$ cat src/rtl/hdmi_period_scheduler.sv
// HDMI period scheduler: delays pixels 11 cycles and inserts preamble/guard.
// Ports: clk/resetn, dvi_mode, in_* video, enc_* to TMDS encoders, guard_*, status.
module hdmi_period_scheduler #(
  parameter int MIN_BLANK = 12
) (
  input  logic       clk,
  input  logic       resetn,
  input  logic       dvi_mode,
  input  logic       in_de,
  input  logic       in_hsync,
  input  logic       in_vsync,
  input  logic [7:0] in_r,
  input  logic [7:0] in_g,
  input  logic [7:0] in_b,
  output logic       enc_de,
  output logic [7:0] enc_d0,
  output logic [7:0] enc_d1,
  output logic [7:0] enc_d2,
  output logic [1:0] enc_c0,
  output logic [1:0] enc_c1,
  output logic [1:0] enc_c2,
  output logic       guard_sel,
  output logic [9:0] guard_word0,
  output logic [9:0] guard_word1,
  output logic [9:0] guard_word2,
  output logic [1:0] sched_state,
  output logic       short_blank_err
);

  typedef enum logic [1:0] {
    CTRL  = 2'd0,
    PRE   = 2'd1,
    GUARD = 2'd2,
    VIDEO = 2'd3
  } state_t;

  typedef struct packed {
    logic       de;
    logic       hs;
    logic       vs;
    logic [7:0] r;
    logic [7:0] g;
    logic [7:0] b;
  } px_t;

  localparam logic [9:0] GW_B = 10'b1011001100;
  localparam logic [9:0] GW_G = 10'b0100110011;

  px_t    in_px;
  px_t    pipe [10];
  px_t    dly;
  logic   in_de_q;
  logic [7:0] blank_cnt;
  state_t state, state_nxt;
  logic [2:0] phase, phase_nxt;
  logic   rise, long_ok, err_set, vid_nxt;

  assign in_px = {in_de, in_hsync, in_vsync, in_r, in_g, in_b};
  assign dly   = pipe[9];
  assign rise  = in_de & ~in_de_q;
  assign long_ok = int'(blank_cnt) >= MIN_BLANK;
  assign vid_nxt = state_nxt == VIDEO;
  assign sched_state = state;
  assign enc_c2 = 2'b00;

  always_ff @(posedge clk or negedge resetn) begin
    if (!resetn) begin
      for (int i = 0; i < 10; i++) pipe[i] <= '0;
      in_de_q   <= 1'b0;
      blank_cnt <= '0;
    end else begin
      pipe[0] <= in_px;
      for (int i = 1; i < 10; i++) pipe[i] <= pipe[i-1];
      in_de_q <= in_de;
      if (in_de)
        blank_cnt <= '0;
      else if (blank_cnt != 8'hff)
        blank_cnt <= blank_cnt + 8'd1;
    end
  end

  // The state tracks the cycle currently on enc_*; it moves on the same
  // edge that loads the output registers from the last delay stage.
  always_comb begin
    state_nxt = state;
    phase_nxt = phase;
    err_set   = 1'b0;
    unique case (state)
      CTRL: begin
        if (dly.de) state_nxt = VIDEO;
      end
      PRE: begin
        phase_nxt = phase + 3'd1;
        if (phase == 3'd7) begin
          state_nxt = GUARD;
          phase_nxt = '0;
        end
      end
      GUARD: begin
        phase_nxt = phase + 3'd1;
        if (phase == 3'd1) begin
          state_nxt = dly.de ? VIDEO : CTRL;
          phase_nxt = '0;
        end
      end
      VIDEO: begin
        if (!dly.de) state_nxt = CTRL;
      end
    endcase
    // A rise is 11 cycles ahead of the output, leaving room for 8+2
    // inserted cycles only if the previous run has drained.
    if (rise && !dvi_mode) begin
      if (long_ok && !dly.de &&
          (state == CTRL || state == VIDEO)) begin
        state_nxt = PRE;
        phase_nxt = '0;
      end else begin
        err_set = 1'b1;
      end
    end
  end

  always_ff @(posedge clk or negedge resetn) begin
    if (!resetn) begin
      state           <= CTRL;
      phase           <= '0;
      enc_de          <= 1'b0;
      enc_d0          <= '0;
      enc_d1          <= '0;
      enc_d2          <= '0;
      enc_c0          <= '0;
      enc_c1          <= '0;
      guard_sel       <= 1'b0;
      guard_word0     <= '0;
      guard_word1     <= '0;
      guard_word2     <= '0;
      short_blank_err <= 1'b0;
    end else begin
      state  <= state_nxt;
      phase  <= phase_nxt;
      enc_de <= vid_nxt;
      enc_d0 <= vid_nxt ? dly.b : 8'd0;
      enc_d1 <= vid_nxt ? dly.g : 8'd0;
      enc_d2 <= vid_nxt ? dly.r : 8'd0;
      enc_c0 <= {dly.vs, dly.hs};
      enc_c1 <= (state_nxt == PRE) ? 2'b01 : 2'b00;
      // Guard symbols lag one cycle to line up with encoder latency.
      guard_sel   <= state == GUARD;
      guard_word0 <= (state == GUARD) ? GW_B : 10'd0;
      guard_word1 <= (state == GUARD) ? GW_G : 10'd0;
      guard_word2 <= (state == GUARD) ? GW_B : 10'd0;
      short_blank_err <= short_blank_err | err_set;
    end
  end

endmodule

$ cat config.mk
export PLATFORM = sky130hd
export DESIGN_NAME = hdmi_period_scheduler
export DESIGN_NICKNAME = d
export VERILOG_FILES = /design/src/rtl/hdmi_period_scheduler.sv
export SDC_FILE = /design/constraint.sdc
export NUM_CORES = 1
export LEC_CHECK = 0
export CAP_MARGIN = 5
export CELL_PAD_IN_SITES_DETAIL_PLACEMENT = 1
export CELL_PAD_IN_SITES_GLOBAL_PLACEMENT = 2
export CORE_UTILIZATION = 45
export DETAILED_ROUTE_END_ITERATION = 7
export PLACE_DENSITY = 0.91
export SLEW_MARGIN = 20
export SYNTH_ARGS = -nofsm -noshare
export SYNTH_HDL_FRONTEND = slang
export SYNTH_SLANG_ARGS = --single-unit
$ cat constraint.sdc
create_clock -name clk -period 4.44 [get_ports clk]
set_input_delay 0.666 -clock clk [delete_from_list [all_inputs] [get_ports clk]]
set_output_delay 0.666 -clock clk [all_outputs]
set_load 0.005 [all_outputs]
---- Yosys cells after proc, flatten, opt, wreduce, memory -nomap -nowiden ----
Cells that the tools add are included.
word-level totals
  flip-flop bits (word level) ............. 332
  input port bits ......................... 30
  word-level logic and storage cells ...... 118
cells by class
  add/sub/neg operators ................... 2
  order comparisons ....................... 1
  equal/unequal tests ..................... 8
  mux-type cells .......................... 23
  bitwise logic cells ..................... 3
  reductions and logical operators ........ 8
operators with widths
  kind                                                                   count
  8-bit 2-to-1 mux                                                       5
  2-bit 2-to-1 mux                                                       7
  3-bit 2-to-1 mux                                                       4
  10-bit 2-to-1 mux                                                      1
  9-bit 2-to-1 mux                                                       1
  8-bit by 1-bit adder with 8-bit output, second input constant          1
  8-bit by 4-bit >= comparator with 1-bit output, second input constant  1
  8-bit != test, second input constant                                   1
  2-bit case mux with 4 select lines                                     1
  2-bit equality test, second input constant                             3
  3-bit case mux with 2 select lines                                     1
  2-bit by 1-bit equality test with 1-bit output, second input constant  2
  3-bit by 1-bit adder with 3-bit output, second input constant          1
  3-bit by 1-bit equality test with 1-bit output, second input constant  1
  3-bit equality test, second input constant                             1
  1-bit logical AND                                                      3
  1-bit 2-to-1 mux                                                       3
  1-bit zero test                                                        2
  2-bit zero test                                                        1
  2-bit nonzero test                                                     1
  1-bit bitwise AND                                                      1
  1-bit logical OR                                                       1
  1-bit inverter                                                         1
  1-bit bitwise OR                                                       1

---- Logic depth before layout (Yosys ltp) ----
  depth after elaboration ................. 7
  gate-level depth with buffers ........... 8

---- Worst setup path after synthesis ----
OpenSTA, ideal clock, no wires.
  path kind ............................... input to register
  start ................................... input port in_de
  end ..................................... register enc_d0[3]
  setup time .............................. 0.129 ns
  arrival time ............................ 1.886 ns
  slack ................................... 2.425 ns
  stages .................................. 7
  cell sequence ........................... buf_6 -> or3b_4 -> a2111oi_4 -> a41o_1 -> buf_6 -> buf_12 -> nor3b_2
between the ends
  cells in the longest elaborated chain, start to end .. 5
ends and longest elaborated chain
  what                  RTL line  RTL
  start, declared       9         input logic in_de,
  1-bit bitwise AND     60        assign rise = in_de & ~in_de_q;
  1-bit logical AND     112       if (rise && !dvi_mode) begin
  2-bit 2-to-1 mux      112
  2-bit equality test   62        assign vid_nxt = state_nxt == VIDEO;
  8-bit 2-to-1 mux      142       enc_d0 <= vid_nxt ? dly.b : 8'd0;
  end signal, assigned  142
  end, declared         16        output logic [7:0] enc_d0,
No other way between the ends.
A chain may end at the register's enable or synchronous reset.

---- Worst setup path in the final report ----
  start ................................... input port in_de
  end ..................................... register enc_c1[0]
between the ends
  cells in the longest elaborated chain, start to end .. 5
ends and longest elaborated chain
  what                                            RTL line  RTL
  1-bit bitwise AND                               60
  1-bit logical AND                               112
  2-bit 2-to-1 mux                                112
  2-bit by 1-bit equality test with 1-bit output  146       enc_c1 <= (state_nxt == PRE) ? 2'b01 : 2'b00;
  1-bit 2-to-1 mux                                146
  end signal, assigned                            146
  end, declared                                   20        output logic [1:0] enc_c1,
No other way between the ends.

==> reports/qor.yml <==
outcome:
  status: "complete, no violations"
flow_run:
  cap_violations: 0
clock_tree:
  hold_buffers: 0
  cts_root_buf: "clkbuf_16"
  cts_tree: "built"
  numCtsBuffers: 29
  cts_max_level: 1
  clockBufferDepth: 3
  cts_setup_buffers: 0
  clkSlewWorstSetupHoldPaths_ns: 0.06
  insertion_delay_ns: 0.53
  clkSinkCount: 313
  ctsResizeCount: 0
die:
  start_util_pct: 46.1
  pin_count: 95
  core_sq_um: 19600
  dieWidth_microns: 144
  die_area_sq_um: 20600
  rows: 51
  die_y_microns: 144
grt:
  gr-total-overflow: 0
  grt_pass1_vias: 4323
  antenna_found_initial: 0
  grt_start_max_net_pins: 133
  track_usage_pct: 14.6
  grt_pass1_wl_microns: 22700
cells_and_area:
  antenna_cells: 0
  final_cell_count_no_fill: 843
  fin_nets: 594
  drive_gt1_share_pct: 13.8
  final_area_sq_um: 10900
  fin_util_pct: 55.7
  syn_to_final_growth_pct: 20.9
timing:
  hold_violations: 0
  slew_violations: 0
  fin_crit_ns: 2.46
  rsz0062_at_grt: "false"
  clock_skew_ns: 0.00823
  slew_headroom_pct: 36.1
  fin_crit_sh_pct: 55.5
  worst_slack_ns: 1.98
  fin_setup_tns_ns: 0
  fmax_mhz: 406
  tightest_slew_ns: 0.959
  setup_viol: 0
critical_path:
  r2r-end: "enc_c1[0]"
  required_ns: 4.89
  cp-end-kind: "register"
  regToRegSetupSlack_ns: 2.11
  cp-start-kind: "primary input"
  reg2reg_from: "sched_state[0]"
  criticalPathCategory: "primary input to register"
  path_max_fanout: 27
  cp.arrival_ns: 2.92
  reg2regPathDepth: 6
place:
  dp_cells: 789
  placed_area_sq_um: 9930
  pre_cts_ws_ns: 1.47
  hpwl_microns: 7620
  gp_congestion: 0.671
  io_buffer_count: 76
synthesis:
  synthArstFlopShare_pct: 100
  synth_adder_area_share_pct: 1.25
  yosysUniqueCellTypes: 43
  ys.flop_type: "dfrtp_1"
  syn-cell-area_sq_um: 9020
  synth_warnings: 0
  synth-compound-area-share_pct: 1.83
  synth_xor_area_share_pct: 0.194
  synth_top_family_by_area: "simple AND/OR/NAND/NOR gates"
  synth_enable_flop_cells: 0
  synthSimpleGateAreaFrac_pct: 5.85
  ys_seq_area_share_pct: 86.8
  synth_seq_cells: 313
  syn_inst: 465
  avgSynthCellArea_sq_um: 19.4
  synthMuxAreaShare_pct: 0.111
detailed_routing:
  vias: 3745
  vias_per_cell: 4.44
  drt_pass1_iterations: 4
  wirelength_microns: 13900
  postRouteAntennaNets: 0
  drc: 0
  initialDrtViolationCount: 179
  wire_per_inst_microns: 16.5
power:
  leakagePower_nw: 4.87
  ir_drop_uv: 375
  power_density_nw_per_um2: 611
hold_path:
  hold_class: "primary input to async pin"
-- logic make-up after synthesis --
logic type / Yosys count
AOI/OAI and AO/OA: 22
xor gates and xnor gates: 2
adders and majority gates: 9
buffers and inverters: 48
DFF: 313
muxes: 1
other: 1
and+or+nand+nor: 69
-- layer usage --
metal  part of all wire (%)  global-route usage, %  vias to the layer above
met5                      0                      0                        -
met4                    1.8                   5.26                        0
met3                    5.1                   3.00                       23
met2                     54                   26.6                      110
met1                     39                   17.1                     1984
li1                       -                      -                     1628
-- cell type report --
cell class	instances	area (sq um)
multi-input cells	121	916
repair buffers	82	823
clock inverters	9	98.8
clock buffers	45	876
inverters	8	30.0
fillers	1794	8680
flip-flops and latches	313	7830
well taps	265	332
-- state kept, by name (all words and copies together) (netlist names) --
signal / count
blank_cnt: 8
enc_c0: 2
short_blank_err: 1
enc_de: 1
phase: 3
enc_d2: 8
sched_state: 2
pipe: 242
enc_d0: 8
dly: 27
enc_d1: 8
in_de_q: 1
guard_word2: 1
enc_c1: 1
-- synthesized netlist by cell type, types with 2 or more instances --
| library cell | instances | area (sq um) |
|---|---|---|
| a211oi_1 | 4 | 30.0 |
| a21oi_1 | 5 | 25.0 |
| nand2_1 | 10 | 37.5 |
| o21ai_0 | 4 | 20.0 |
| ha_1 | 9 | 113 |
| xnor2_1 | 2 | 17.5 |
| buf_4 | 33 | 248 |
| nor3b_1 | 7 | 52.6 |
| dfrtp_1 | 313 | 7830 |
| inv_1 | 7 | 26.3 |
| nand3_1 | 2 | 10.0 |
| nor2_1 | 11 | 41.3 |
| nor3b_2 | 18 | 225 |
| buf_12 | 2 | 40.0 |
| buf_2 | 2 | 10.0 |
| buf_6 | 2 | 22.5 |
| nand2b_1 | 5 | 31.3 |
| or3b_2 | 2 | 17.5 |
| nor3_1 | 3 | 15.0 |
-- placed cells by master, fill, tap and decap left out, types with 3 or more instances in the layout --
| cell | n |
|---|---|
| dfrtp_1 | 313 |
| clkdlybuf4s50_1 | 75 |
| clkbuf_16 | 29 |
| nor3b_2 | 18 |
| conb_1 | 18 |
| nor2_1 | 11 |
| nand2_1 | 10 |
| ha_1 | 9 |
| clkbuf_8 | 9 |
| inv_1 | 7 |
| nor3b_1 | 7 |
| clkbuf_1 | 7 |
| clkinv_2 | 6 |
| nand2b_1 | 5 |
| a21oi_1 | 5 |
| buf_4 | 5 |
| o21ai_0 | 4 |
| a211oi_1 | 4 |
| nor3_1 | 3 |
-- stage by stage --
stage | power [mW] | hold slack, ns
final | 6.66 | 0.210
after global routing | 6.97 | 0.284
after CTS | 6.76 | 0.255
after detailed placement | 4.25 | 0.336
after global placement | 4.16 | 0.331
after floorplan | 3.85 | 0.331
-- worst max-delay path, cell delays in order --
cell and delay (ns):
clkdlybuf4s50_1 0.67, or3b_4 0.46, a2111oi_4 0.36, a41o_1 0.16
buf_4 0.37, a21boi_1 0.22
-- power by group --
part / internal [mW] / switching [mW] / leakage (nW)
logic: 0.484 / 0.498 / 0.665
registers: 3.10 / 0.121 / 3.72
clock network: 1.47 / 0.992 / 0.487
-- worst max path at each step --
stage / startpoint / cells after the start / to
2_1_floorplan: in_de / 7 / enc_d0[3]
4_1_cts: in_de / 6 / enc_c1[0]
3_3_place_gp: in_de / 6 / enc_c1[0]
6_report: in_de / 6 / enc_c1[0]
3_5_place_dp: in_de / 6 / enc_c1[0]
5_1_grt: in_de / 6 / enc_c1[0]
Power figures use the tool's default switching activity.
